[src/rtl/fetch_pkg.sv]
// fetch_pkg: definitions shared by the instruction fetch unit and its PC register.
//   - fetch_state_t : fetch controller states (IDLE, REQ, WAIT, HOLD)
//   - ADDR_W_DEF    : default word-address width
//   - DATA_W_DEF    : default instruction width
//   - RESET_PC_DEF  : default fetch address after reset
package fetch_pkg;

    localparam int ADDR_W_DEF   = 10;
    localparam int DATA_W_DEF   = 32;
    localparam int RESET_PC_DEF = 0;

    typedef enum logic [1:0] {
        IDLE = 2'd0,   // just out of reset
        REQ  = 2'd1,   // request presented to instruction memory
        WAIT = 2'd2,   // one request outstanding, waiting for read data
        HOLD = 2'd3    // instruction presented to decode
    } fetch_state_t;

endpackage

[src/rtl/fetch_pc_reg.sv]
// fetch_pc_reg: fetch program counter.
//   clk      : clock
//   reset    : synchronous, active-low; loads RESET_PC
//   load     : take load_val (redirect); wins over inc
//   load_val : redirect target
//   inc      : advance by one word, wrapping modulo 2^ADDR_W
//   pc       : current fetch PC
module fetch_pc_reg
    import fetch_pkg::*;
#(
    parameter int                ADDR_W   = ADDR_W_DEF,
    parameter logic [ADDR_W-1:0] RESET_PC = ADDR_W'(RESET_PC_DEF)
) (
    input  logic              clk,
    input  logic              reset,
    input  logic              load,
    input  logic [ADDR_W-1:0] load_val,
    input  logic              inc,
    output logic [ADDR_W-1:0] pc
);

    logic [ADDR_W-1:0] pc_reg;

    always_ff @(posedge clk) begin
        if (!reset) begin
            pc_reg <= RESET_PC;
        end else if (load) begin
            pc_reg <= load_val;
        end else if (inc) begin
            pc_reg <= pc_reg + ADDR_W'(1);
        end
    end

    assign pc = pc_reg;

endmodule

[src/rtl/instr_fetch_unit.sv]
// instr_fetch_unit: fetches one instruction at a time from instruction memory
// and hands it to decode, absorbing branch/jump redirects.
//   clk, reset             : clock, synchronous active-low reset
//   imem_req/imem_addr     : request to instruction memory (held until imem_gnt)
//   imem_gnt               : memory accepted the request
//   imem_rvalid/imem_rdata : read response, at least one cycle after the grant
//   redirect/redirect_pc   : taken branch/jump and its target
//   if_valid/id_ready      : handshake towards decode
//   if_instr/if_pc/if_npc  : instruction, its address and the sequential next address
//   pc                     : current fetch PC
module instr_fetch_unit
    import fetch_pkg::*;
#(
    parameter int                ADDR_W   = ADDR_W_DEF,
    parameter int                DATA_W   = DATA_W_DEF,
    parameter logic [ADDR_W-1:0] RESET_PC = ADDR_W'(RESET_PC_DEF)
) (
    input  logic              clk,
    input  logic              reset,
    output logic              imem_req,
    output logic [ADDR_W-1:0] imem_addr,
    input  logic              imem_gnt,
    input  logic              imem_rvalid,
    input  logic [DATA_W-1:0] imem_rdata,
    input  logic              redirect,
    input  logic [ADDR_W-1:0] redirect_pc,
    output logic              if_valid,
    output logic [DATA_W-1:0] if_instr,
    output logic [ADDR_W-1:0] if_pc,
    output logic [ADDR_W-1:0] if_npc,
    input  logic              id_ready,
    output logic [ADDR_W-1:0] pc
);

    fetch_state_t      state_reg, state_next;
    logic              drop_reg, drop_next;
    logic [ADDR_W-1:0] addr_reg, addr_next;
    logic [ADDR_W-1:0] req_pc_reg, req_pc_next;
    logic              valid_reg, valid_next;
    logic [DATA_W-1:0] instr_reg, instr_next;
    logic [ADDR_W-1:0] if_pc_reg, if_pc_next;
    logic [ADDR_W-1:0] if_npc_reg, if_npc_next;
    logic              pc_inc;
    logic [ADDR_W-1:0] pc_cur;
    logic [ADDR_W-1:0] pc_target;

    // Every redirect loads the PC regardless of state; the register gives
    // load priority over the increment, so the latest redirect always wins.
    fetch_pc_reg #(
        .ADDR_W   (ADDR_W),
        .RESET_PC (RESET_PC)
    ) u_pc_reg (
        .clk      (clk),
        .reset    (reset),
        .load     (redirect),
        .load_val (redirect_pc),
        .inc      (pc_inc),
        .pc       (pc_cur)
    );

    // Address for a request that starts next cycle: a same-cycle redirect
    // overrides the stored PC.
    assign pc_target = redirect ? redirect_pc : pc_cur;

    always_comb begin
        state_next  = state_reg;
        drop_next   = drop_reg;
        addr_next   = addr_reg;
        req_pc_next = req_pc_reg;
        valid_next  = valid_reg;
        instr_next  = instr_reg;
        if_pc_next  = if_pc_reg;
        if_npc_next = if_npc_reg;
        pc_inc      = 1'b0;

        case (state_reg)
            IDLE: begin
                state_next = REQ;
                addr_next  = pc_target;
            end
            REQ: begin
                // The request in flight (addr_reg) is never changed before the
                // grant; a redirect only marks its response as stale.
                if (redirect) begin
                    drop_next = 1'b1;
                end
                if (imem_gnt) begin
                    req_pc_next = addr_reg;
                    // A stale request must not advance the PC: it already
                    // holds the redirect target for the next request.
                    pc_inc      = !drop_reg;
                    state_next  = WAIT;
                end
            end
            WAIT: begin
                if (imem_rvalid) begin
                    if (!drop_reg && !redirect) begin
                        instr_next  = imem_rdata;
                        if_pc_next  = req_pc_reg;
                        if_npc_next = req_pc_reg + ADDR_W'(1);
                        valid_next  = 1'b1;
                        state_next  = HOLD;
                    end else begin
                        drop_next  = 1'b0;
                        addr_next  = pc_target;
                        state_next = REQ;
                    end
                end else if (redirect) begin
                    drop_next = 1'b1;
                end
            end
            HOLD: begin
                if (redirect || id_ready) begin
                    valid_next = 1'b0;
                    addr_next  = pc_target;
                    state_next = REQ;
                end
            end
            default: begin
                state_next = IDLE;
            end
        endcase
    end

    always_ff @(posedge clk) begin
        if (!reset) begin
            state_reg  <= IDLE;
            drop_reg   <= 1'b0;
            addr_reg   <= '0;
            req_pc_reg <= '0;
            valid_reg  <= 1'b0;
            instr_reg  <= '0;
            if_pc_reg  <= '0;
            if_npc_reg <= '0;
        end else begin
            state_reg  <= state_next;
            drop_reg   <= drop_next;
            addr_reg   <= addr_next;
            req_pc_reg <= req_pc_next;
            valid_reg  <= valid_next;
            instr_reg  <= instr_next;
            if_pc_reg  <= if_pc_next;
            if_npc_reg <= if_npc_next;
        end
    end

    assign imem_req  = (state_reg == REQ);
    assign imem_addr = addr_reg;
    assign if_valid  = valid_reg;
    assign if_instr  = instr_reg;
    assign if_pc     = if_pc_reg;
    assign if_npc    = if_npc_reg;
    assign pc        = pc_cur;

endmodule

[config.mk]
export PLATFORM = sky130hd
export DESIGN_NAME = instr_fetch_unit
export DESIGN_NICKNAME = d
export VERILOG_FILES = /design/src/rtl/fetch_pkg.sv /design/src/rtl/fetch_pc_reg.sv /design/src/rtl/instr_fetch_unit.sv
export SDC_FILE = /design/constraint.sdc
export NUM_CORES = 1
export LEC_CHECK = 0
export CAP_MARGIN = 40
export CORE_UTILIZATION = 35
export CTS_BUF_LIST = sky130_fd_sc_hd__clkbuf_4 sky130_fd_sc_hd__clkbuf_8
export CTS_CLUSTER_DIAMETER = 50
export CTS_CLUSTER_SIZE = 24
export DETAILED_ROUTE_END_ITERATION = 12
export GPL_TIMING_DRIVEN = 0
export SYNTH_ARGS = -nofsm -noshare
export SYNTH_HDL_FRONTEND = slang
export SYNTH_SLANG_ARGS = --single-unit
[constraint.sdc]
create_clock -name clk -period 3.5 [get_ports clk]
set_clock_uncertainty 0.1 [all_clocks]
set_input_delay 0.875 -clock clk [delete_from_list [all_inputs] [get_ports clk]]
set_output_delay 0.875 -clock clk [all_outputs]
set_load 0.02 [all_outputs]
==> results of run 1 <==
==> placed cells by master (no fill, tap or decap), types with 2 or more instances in the layout <==
| cell | n |
|---|---|
| sky130_fd_sc_hd__nand2_1 | 130 |
| sky130_fd_sc_hd__clkdlybuf4s50_1 | 120 |
| sky130_fd_sc_hd__dfxtp_1 | 86 |
| sky130_fd_sc_hd__a21boi_1 | 34 |
| sky130_fd_sc_hd__a21boi_0 | 19 |
| sky130_fd_sc_hd__o21ai_0 | 17 |
| sky130_fd_sc_hd__clkbuf_1 | 16 |
| sky130_fd_sc_hd__a21oi_1 | 15 |
| sky130_fd_sc_hd__o211a_1 | 14 |
| sky130_fd_sc_hd__xnor2_1 | 14 |
| sky130_fd_sc_hd__clkbuf_8 | 9 |
| sky130_fd_sc_hd__inv_1 | 8 |
| sky130_fd_sc_hd__mux2i_1 | 8 |
| sky130_fd_sc_hd__buf_2 | 7 |
| sky130_fd_sc_hd__nand3_1 | 7 |
| sky130_fd_sc_hd__nor2_1 | 7 |
| sky130_fd_sc_hd__ha_1 | 6 |
| sky130_fd_sc_hd__nor4_1 | 4 |
| sky130_fd_sc_hd__and2_1 | 4 |
| sky130_fd_sc_hd__nor2b_1 | 3 |
| sky130_fd_sc_hd__nor3_1 | 3 |
| sky130_fd_sc_hd__xor2_1 | 3 |
| sky130_fd_sc_hd__nor3_2 | 2 |
| sky130_fd_sc_hd__buf_4 | 2 |
| sky130_fd_sc_hd__buf_1 | 2 |
| sky130_fd_sc_hd__nand4_1 | 2 |
| sky130_fd_sc_hd__o211ai_1 | 2 |
| sky130_fd_sc_hd__inv_6 | 2 |
==> worst register-to-register path: cells and delay by family, from the launching register on <==
family                   cells  cell delay, ps
AO/OA/AOI/OAI                1             120
adder cells (fa/ha/maj)      1             220
buffers and inverters        3             580
flip-flops                   1             370
AND/OR/NAND/NOR              3             530
==> through the flow <==
| stage | setup slack [ps] | std cells | instance area, µm² |
|---|---|---|---|
| floorplan | 1560 | 427 | 3680 |
| global placement | 717 | 683 | 5050 |
| detailed placement | 700 | 683 | 5050 |
| CTS | 903 | 699 | 5250 |
| global route | 864 | 699 | 5250 |
| finish | 946 | 699 | 5250 |
==> layer usage <==
metal | track usage, % | up-vias
met3 | 3.57 | 10
met2 | 29.8 | 96
li1 | - | 1685
met4 | 5.51 | 0
met1 | 24.3 | 1563
met5 | 0 | -
==> cell type report <==
type / count / area [µm²] / area share, %
Clock buffer: 9 / 124 / 2.36
Multi-Input combinational cell: 304 / 1790 / 34.1
Tap cell: 136 / 170 / 3.24
Sequential cell: 86 / 1720 / 32.8
Timing Repair Buffer: 120 / 1200 / 22.9
Inverter: 9 / 33.8 / 0.643
Clock inverter: 7 / 80.1 / 1.52
Buffer: 28 / 129 / 2.45
==> where the power goes <==
group / internal, mW / switching, mW / total [mW]
sequential: 1.02 / 0.0468 / 1.07
clock: 0.340 / 0.377 / 0.717
combinational: 0.184 / 0.175 / 0.360
total: 1.55 / 0.599 / 2.15
==> kinds of logic after synthesis <==
group	Yosys count	synth area share [%]
AND/OR/NAND/NOR	169	20.4
AO/OA/AOI/OAI	104	20.1
flip-flops	86	46.8
buffers and inverters	37	4.42
XOR/XNOR	17	4.05
multiplexers	8	2.18
adder cells (fa/ha/maj)	6	2.04
==> worst max-delay path by stage <==
stage	cells past startpoint	endpoint	start	slack, ps
2_1_floorplan	6	imem_addr[2]	redirect	1560
3_3_place_gp	7	if_npc[4]	imem_rvalid	720
3_5_place_dp	7	if_npc[3]	imem_rvalid	700
4_1_cts	2	imem_req	state_reg[0]	900
5_1_grt	2	imem_req	state_reg[0]	860
6_report	2	imem_req	state_reg[0]	950
==> run summary, run 1 <==
## Final layout
• 6.04% — ratio of cells with drive above 1 in the final layout
• 32 — flip-flop count of the largest register, all copies and words added
• 51.1% — Finished Core Util
• 42.8% — area growth from synthesis to layout
• 612 — net total in the final layout
• 0 — antenna diode count
• 1060 — number of fill cells

## Setup path
• 600 ps — Critical Path Max Stage Delay
• reg2out — CP Class
• output pin — CP endpoint kind
• sky130_fd_sc_hd__clkdlybuf4s50_1 — cell at the slowest stage of the critical path
• flip-flop — Worst Setup Start Kind
• 8 — depth of the most critical reg-to-reg path
• if_npc[3] — FF-to-FF End
• 1580 ps — Worst EP arrival
• 5 — critical-path maximum fanout
• 1490 ps — Reg2Reg Setup Slack
• ha_1, clkdlybuf4s50_1 — sequence of cells on the critical path
• buffers and inverters — Largest delay share family, worst path
• state_reg[0] — Critical R2R Launch
• 2520 ps — data required time of the worst path
• 1 — Critical path buffers and inverters

## Clock tree
• 360 ps — Worst-Skew Late Latency
• 86 — number of sinks driven by the clock tree
• 2 — Longest Clk Path Bufs
• 0 — number of buffers inserted by hold repair at cts
• sky130_fd_sc_hd__clkbuf_8 — cell chosen for the clock root
• built — TritonCTS clock tree
• 9 — number of CTS-inserted buffers
• 0 — post-CTS setup buffers
• 90 ps — post-CTS clock slew at the launch and capture registers of the worst setup and hold paths
• 3 — H-tree depth
• 0 — # resized after CTS

## Yosys
• sky130_fd_sc_hd__dfxtp_1 47%, sky130_fd_sc_hd__nand2_1 13%, sky130_fd_sc_hd__a21boi_1 6.9% — cells taking the most area after synthesis
• 481 — net count of the mapped netlist
• sky130_fd_sc_hd__dfxtp_1 — Yosys top cell by area
• 3680 µm² — Syn Std Cell Area
• 130 x sky130_fd_sc_hd__nand2_1, 86 x sky130_fd_sc_hd__dfxtp_1, 34 x sky130_fd_sc_hd__a21boi_1, 19 x sky130_fd_sc_hd__a21boi_0, 17 x sky130_fd_sc_hd__o21ai_0 — commonest cells in the netlist
• 0% — fraction of registers with async set/reset
• 0 — Post-synth EDFFs
• 37 — distinct cell type count after synthesis
• 46.8% — share of synthesized area occupied by flip-flops and latches
• 86 — FF+latch count, synth
• 427 — synthesized instance count
• sky130_fd_sc_hd__dfxtp_1 — most used flip-flop cell after synthesis
• 8.61 µm² — Synth Area per Inst
• sky130_fd_sc_hd__nand2_1 — most frequent cell after synthesis
• 46.8% — share of the synthesized area in the top cell type
• 0 — Synth Warn #

## Place
• 120 — number of buffer cells added on primary ports
• 7.28 mm — HPWL after detailed placement
• 0.825 — gp weighted congestion

## STA
• 0 ps — setup TNS
• 354 ps — worst hold slack across all endpoints
• 73.0% — final clock period utilization by the worst path
• 67.9% — worst relative slew slack
• 392 MHz — maximum achievable frequency
• 0 — number of pins with negative max-slew slack in the final report
• no — RSZ-0062 raised after global routing
• 0 — total of endpoints with negative setup slack in the final report
• 0 — Final Hold Viols
• 2550 ps — final critical delay including setup and external delays
• 481 ps — Slew @ Worst Pin

## Status
• finished clean — run status

## Route
• met4 — uppermost metal layer occupied by signal nets
• 3354 — vias
• 13.9 µm — post-DR wirelength/cell
• 9.74 mm — final wirelength
• 4.42 mm — met2 wire length
• 420 µm — routed wl met3
• 4 — number of search-and-repair iterations in the first detailed-routing pass
• 4.80 — ratio of routed vias to standard cells
• 0 — Post-route DRC
• 0 — Post-DRT Antenna Nets
• 4.80 mm — Routed met1 length
• 121 — Iter 0 DRT Violations

## Die
• 122 — number of top-level pins
• 105 µm — Die Span Y
• 35.8% — initial cell density of the core
• 10900 µm² — floorplan die area
• 37 — placement row count
• 10300 µm² — core outline area
• 105 µm — Horiz. Die Dim

## Power and ir drop
• 2.15 mW — Total Power
• 1.94 nW — leakage component of the power
• 408 nW/µm² — power per standard cell area
• 0.224 mV — IR Drop Worst-Case VDD

## Global route
• 16.0 mm — wire length of the first global-routing pass
• 17 — maximum number of pins on one net before global-route repair
• 3302 — number of global-route vias before repair
• 0 — initial antenna violation count
• 18.3% — overall track demand over capacity in global routing
• 0 — global route total overflow

## Min path
• 2 — worst hold path stage count
• if_instr[29] — hold wc startpoint
• reg2reg — worst hold-check path type
• if_instr[29] — WHS Endpoint

## Job
• 0 — count of maximum capacitance violations

Power figures use the tool's default switching activity.
==> inputs of run 2 (changes only) <==
==> constraint.sdc (replaced) <==
create_clock -name clk -period 2.4 [get_ports clk]
set_clock_uncertainty 0.1 [all_clocks]
set_input_delay 0.6 -clock clk [delete_from_list [all_inputs] [get_ports clk]]
set_output_delay 0.6 -clock clk [all_outputs]
set_load 0.02 [all_outputs]
==> results of run 2 <==
The final DEF is identical to that of run 1. Status: finished clean.
Main changes from that run: setup slack after placement 700 ps -> -125 ps; setup slack after layout 946 ps -> 121 ps; register-to-register setup slack 1490 ps -> 390 ps; total power 2.15 mW -> 3.13 mW; worst IR drop on VDD 0.224 mV -> 0.326 mV
